**src/rtl/gpr_pkg.sv**
```systemverilog
// Shared types and defaults for the general-purpose register file.
package gpr_pkg;

  typedef enum logic {
    GPR_CLEAR = 1'b0,
    GPR_RUN   = 1'b1
  } gpr_state_e;

  localparam int GPR_XLEN  = 32;
  localparam int GPR_NREGS = 32;

endpackage

```
**src/rtl/gpr_file_scoreboard.sv**
```systemverilog
// Per-register busy scoreboard; a reservation outranks a same-edge writeback.
module gpr_scoreboard
  import gpr_pkg::*;
#(
  parameter int NREGS = GPR_NREGS,
  parameter int NRD   = 2,
  parameter int AW    = $clog2(NREGS)
) (
  input  logic              clk,
  input  logic              rst_n,
  input  logic              enable,
  input  logic              rsv_en,
  input  logic [AW-1:0]     rsv_addr,
  input  logic              wr_en,
  input  logic [AW-1:0]     wr_addr,
  input  logic [NRD*AW-1:0] rd_addr,
  output logic [NRD-1:0]    rd_busy
);

  logic [NREGS-1:0] r_busy;
  logic [NREGS-1:0] w_nxt;

  always_comb begin
    w_nxt = r_busy;
    if (wr_en)  w_nxt[wr_addr]  = 1'b0;
    if (rsv_en) w_nxt[rsv_addr] = 1'b1;
    w_nxt[0] = 1'b0;
  end

  always_ff @(posedge clk or negedge rst_n) begin
    if (!rst_n)      r_busy <= '0;
    else if (enable) r_busy <= w_nxt;
  end

  for (genvar g = 0; g < NRD; g++) begin : g_busy
    logic [AW-1:0] w_a;
    logic          w_hit;
    assign w_a   = rd_addr[g*AW +: AW];
    assign w_hit = wr_en && (wr_addr == w_a);
    assign rd_busy[g] = enable && r_busy[w_a] && !w_hit;
  end

endmodule

```
**src/rtl/gpr_file.sv**
```systemverilog
// Register file with x0 hardwired to zero, write bypass,
// post-reset clear sequencer and busy scoreboard.
module gpr_file
  import gpr_pkg::*;
#(
  parameter int XLEN  = GPR_XLEN,
  parameter int NREGS = GPR_NREGS,
  parameter int NRD   = 2,
  parameter int AW    = $clog2(NREGS)
) (
  input  logic                clk,
  input  logic                rst_n,
  input  logic                wr_en,
  input  logic [AW-1:0]       wr_addr,
  input  logic [XLEN-1:0]     wr_data,
  input  logic [NRD*AW-1:0]   rd_addr,
  output logic [NRD*XLEN-1:0] rd_data,
  output logic [NRD-1:0]      rd_busy,
  input  logic                rsv_en,
  input  logic [AW-1:0]       rsv_addr,
  output logic                ready
);

  gpr_state_e      r_state;
  logic [AW:0]     r_cnt;
  logic            r_ready;
  logic [XLEN-1:0] r_mem [NREGS];
  logic            w_run;

  assign w_run = (r_state == GPR_RUN);
  assign ready = r_ready;

  always_ff @(posedge clk or negedge rst_n) begin
    if (!rst_n) begin
      r_state <= GPR_CLEAR;
      r_cnt   <= (AW+1)'(1);
      r_ready <= 1'b0;
    end else begin
      unique case (r_state)
        GPR_CLEAR: begin
          r_cnt <= r_cnt + 1'b1;
          if (r_cnt == (AW+1)'(NREGS-1)) begin
            r_state <= GPR_RUN;
            r_ready <= 1'b1;
          end
        end
        GPR_RUN: r_state <= GPR_RUN;
        default: r_state <= GPR_CLEAR;
      endcase
    end
  end

  // Storage carries no reset; the sequencer zeroes it after reset.
  always_ff @(posedge clk) begin
    if (!w_run)
      r_mem[r_cnt[AW-1:0]] <= '0;
    else if (wr_en && (wr_addr != '0))
      r_mem[wr_addr] <= wr_data;
  end

  for (genvar g = 0; g < NRD; g++) begin : g_rd
    logic [AW-1:0] w_a;
    assign w_a = rd_addr[g*AW +: AW];
    assign rd_data[g*XLEN +: XLEN] =
      (!w_run || (w_a == '0))        ? '0 :
      (wr_en && (wr_addr == w_a))    ? wr_data :
                                       r_mem[w_a];
  end

  gpr_scoreboard #(
    .NREGS (NREGS),
    .NRD   (NRD),
    .AW    (AW)
  ) u_sb (
    .clk      (clk),
    .rst_n    (rst_n),
    .enable   (w_run),
    .rsv_en   (rsv_en),
    .rsv_addr (rsv_addr),
    .wr_en    (wr_en),
    .wr_addr  (wr_addr),
    .rd_addr  (rd_addr),
    .rd_busy  (rd_busy)
  );

endmodule
```
**config.mk**
```make
export PLATFORM = sky130hd
export DESIGN_NAME = gpr_file
export DESIGN_NICKNAME = d
export VERILOG_FILES = /design/src/rtl/gpr_pkg.sv /design/src/rtl/gpr_file_scoreboard.sv /design/src/rtl/gpr_file.sv
export SDC_FILE = /design/constraint.sdc
export NUM_CORES = 1
export LEC_CHECK = 0
export CORE_ASPECT_RATIO = 1.75
export CORE_MARGIN = 2
export CORE_UTILIZATION = 55
export DETAILED_ROUTE_END_ITERATION = 8
export GPL_TIMING_DRIVEN = 0
export PLACE_DENSITY = 0.69
export SLEW_MARGIN = 20
export SYNTH_ARGS = -nofsm -noshare
export SYNTH_HDL_FRONTEND = slang
export SYNTH_SLANG_ARGS = --single-unit
```
**constraint.sdc**
```tcl
create_clock -name clk -period 8.37 [get_ports clk]
set_clock_uncertainty 0.2 [all_clocks]
set_input_delay 1.674 -clock clk [delete_from_list [all_inputs] [get_ports clk]]
set_output_delay 1.674 -clock clk [all_outputs]
set_load 0.02 [all_outputs]
```
==> results_dict.tcl <==
set metrics [dict create \
    die_w_um 234 \
    syn_to_final_growth_pct 14.8 \
    drc 0 \
    min_period_ns 8.45 \
    dominantRegCellSynth "edfxtp_1" \
    cts_tree "built" \
    crit_family "buffers and inverters" \
    finalCritPeriodShare 1.01 \
    synth_nets 2888 \
    violations "negative setup slack" \
    crit_arrival_ns 6.57 \
    worst_slack_ns -0.0759 \
    drv_cap 0 \
    cts_hold_buf 0 \
    ys_warn_count 0 \
    maxSlewHeadroom 0.136 \
    grt_overflow 0 \
    cts_sinks 1063 \
    yosysSeqAreaShare 0.623 \
    placed_area_um2 55200 \
    ys_seq_elements 1063 \
    hold-path-cell-count 1 \
    path_cells "clkdlybuf4s50_1 > buf_2 > clkinv_1 > nor2_1 > clkbuf_1 > a22oi_1 > a211oi_1 > a211o_1 > clkdlybuf4s50_1" \
    hold_path.class "reg2reg" \
    io_pins 123 \
    ir_drop_mv 0.252 \
    cts_made_buffers 96 \
    cp_common_cell "clkdlybuf4s50_1" \
    chipHeight_um 406 \
    place_congestion 0.993 \
    fp.coreArea_um2 91800 \
    clk_pin_slew_ns 0.06 \
    cts_htree_levels 3 \
    synth-edff-count 1024 \
    end_kind "output port" \
    io_buffers 110 \
    cp_num_cells 9 \
    grt_pass1_wl_mm 248 \
    crit_buf_inv 5 \
    synthArstFlopShare 0.0367 \
    track_usage 0.383 \
    slew_violations 0 \
    wl_per_cell_um 41.0 \
    hold_viol_final 0 \
    crit_slowest_cell "a211oi_1" \
    num_rows 147 \
    final_area_um2 58400 \
    start_util 0.555 \
    dp_hpwl_mm 131 \
    ant_nets 0 \
    nets 3163 \
    die-area_um2 95100 \
    clockBufferDepth 3 \
    drt_wl_total_mm 179 \
    grt_max_degree 33 \
    cp_data_required_time_ns 6.50 \
    tightest_slew_ns 1.30 \
    drt-pass1-iter-count 6 \
    dpl_worst_slack_ns 0.241 \
    syn_area_per_cell_um2 18.0 \
    max_stage_delay_ns 0.77 \
    p_leak_nw 20.5 \
    drive_above_1_share 0.269 \
    synth.distinct_cells 65 \
    vias_per_cell 7.58 \
    dr_total_vias 33200 \
    grt_pass1_vias 34400 \
    r2r_cells 9 \
    p_total_mw 11.7 \
    status "finished, violations left" \
    worstSetupPathType "in2out" \
    fin_util 0.637 \
    max_freq_ghz 0.118 \
    rsz0062_at_grt "no" \
    first_iter_violations 4409 \
    startpoint_type "input port" \
    p_per_area_nw_per_um2 200 \
    synthCells 2831 \
    syn_area_um2 50900 \
    root_buffer "clkbuf_16" \
    path_max_fanout 10 \
    antenna_found_initial 7 \
    setup_violations 1 \
    clk_latency_ns 0.70 \
]
==> cells by family (layout without fill, tap and decap cells) <==
kind of cell	after synthesis	in the layout	share of synthesized area
AO/OA/AOI/OAI	582	582	0.0844
XOR/XNOR	15	15	0.00258
adder cells (fa/ha/maj)	1	1	0.000246
buffers and inverters	245	594	0.0293
flip-flops	1063	1063	0.623
multiplexers	699	699	0.237
other	0	8	0
AND/OR/NAND/NOR	226	226	0.0232
==> where the power goes <==
| part | leakage [nW] | internal [mW] | switching, mW | total (mW) |
|---|---|---|---|---|
| Sequential | 11.1 | 5.86 | 0.0168 | 5.88 |
| Clock | 1.52 | 2.53 | 2.02 | 4.55 |
| Combinational | 7.89 | 0.461 | 0.818 | 1.28 |
==> repair_timing <==
item / 4_1_cts / 5_1_grt
resized for setup: 0 / 2
buffers inserted: 0 / 0
endpoints found under the setup margin: 0 / 1
==> state kept, by name, indices dropped and copies added (netlist names) <==
name         cells
r_mem         1024
r_state          1
u_sb.r_busy     31
ready            1
r_cnt            6
==> area by class of cell <==
cell class | instances | area, µm²
Fill cell | 6365 | 33300
Sequential cell | 1063 | 31700
Multi-Input combinational cell | 1523 | 18000
Timing Repair Buffer | 177 | 2590
Clock buffer | 119 | 2550
Tap cell | 1192 | 1490
Buffer | 236 | 1460
Clock inverter | 53 | 582
Inverter | 9 | 33.8
Antenna cell | 8 | 20.0
==> worst paths after layout <==
path | end | slack (ns) | start
setup / recovery | rd_data[41] | -0.08 | rd_addr[9]
min in group asynchronous | u_sb.r_busy[12] | 0.63 | rst_n
max in group asynchronous | r_cnt[0] | 6.82 | rst_n
hold / removal | r_cnt[5] | 0.27 | r_cnt[5]
hold reg to reg | r_cnt[5] | 0.27 | r_cnt[5]
setup reg to reg | r_mem[9][20] | 4.65 | r_state
==> metrics by stage <==
step | instances | hold WS [ns] | setup TNS [ns]
after floorplan | 2831 | 0.243 | 0
after global placement | 4133 | 0.257 | -67.55
after detailed placement | 4200 | 0.261 | 0
after CTS | 4372 | 0.273 | 0
after global routing | 4372 | 0.295 | 0
final | 4380 | 0.272 | -0.0759
==> layout by cell type, fill, tap and decap left out, types with 14 or more instances in the layout <==
cell	Yosys	layout
a211o_1	31	31
a221oi_1	125	125
clkbuf_1	67	83
buf_12	1	16
edfxtp_1	1024	1024
buf_2	77	78
clkinv_1	2	19
buf_16	0	39
a221o_1	31	31
a211oi_1	91	90
a22oi_1	126	126
buf_6	38	38
nand2_1	25	25
and2_2	0	28
o21ai_1	23	23
o21ai_0	105	105
nor2b_1	28	28
mux2i_1	292	292
clkdlybuf4s50_1	0	109
dfrtp_1	38	38
nor2_4	0	27
nor2_1	77	50
mux4_2	404	404
a21oi_1	33	31
clkbuf_16	0	99
buf_4	39	49
clkinv_2	0	14
==> synthesized netlist by cell type, types with 3 or more instances <==
| library cell | count | share of area |
|---|---|---|
| nand3_1 | 10 | 0.00098 |
| mux4_2 | 404 | 0.18 |
| edfxtp_1 | 1024 | 0.60 |
| a21oi_1 | 33 | 0.0032 |
| and2b_1 | 6 | 0.00088 |
| buf_6 | 38 | 0.0084 |
| inv_1 | 7 | 0.00052 |
| nor2b_1 | 28 | 0.0034 |
| buf_2 | 77 | 0.0076 |
| o21ai_1 | 23 | 0.0023 |
| dfrtp_1 | 38 | 0.019 |
| a211o_1 | 31 | 0.0053 |
| nand2_1 | 25 | 0.0018 |
| and2_1 | 32 | 0.0039 |
| nor3_1 | 7 | 0.00069 |
| buf_4 | 39 | 0.0058 |
| mux2i_1 | 292 | 0.057 |
| xnor2_1 | 13 | 0.0022 |
| o21ai_0 | 105 | 0.010 |
| a211oi_1 | 91 | 0.013 |
| nand4_1 | 8 | 0.00098 |
| a221o_1 | 31 | 0.0061 |
| or2_2 | 5 | 0.00061 |
| nor4_1 | 3 | 0.00037 |
| a22oi_1 | 126 | 0.019 |
| a221oi_1 | 125 | 0.022 |
| buf_1 | 11 | 0.00081 |
| nand3b_1 | 5 | 0.00074 |
| nor2_1 | 77 | 0.0057 |
| clkbuf_1 | 67 | 0.0049 |
| nor3b_1 | 4 | 0.00059 |
==> routing by layer <==
layer,vias to the layer above,GRT usage,part of all wire
met4,8,0.283,0.089
met2,2589,0.635,0.50
met1,17100,0.427,0.31
li1,12700,-,-
met3,822,0.0940,0.10
met5,-,0,0.00025
No activity file was read; power rests on OpenSTA's default activity.
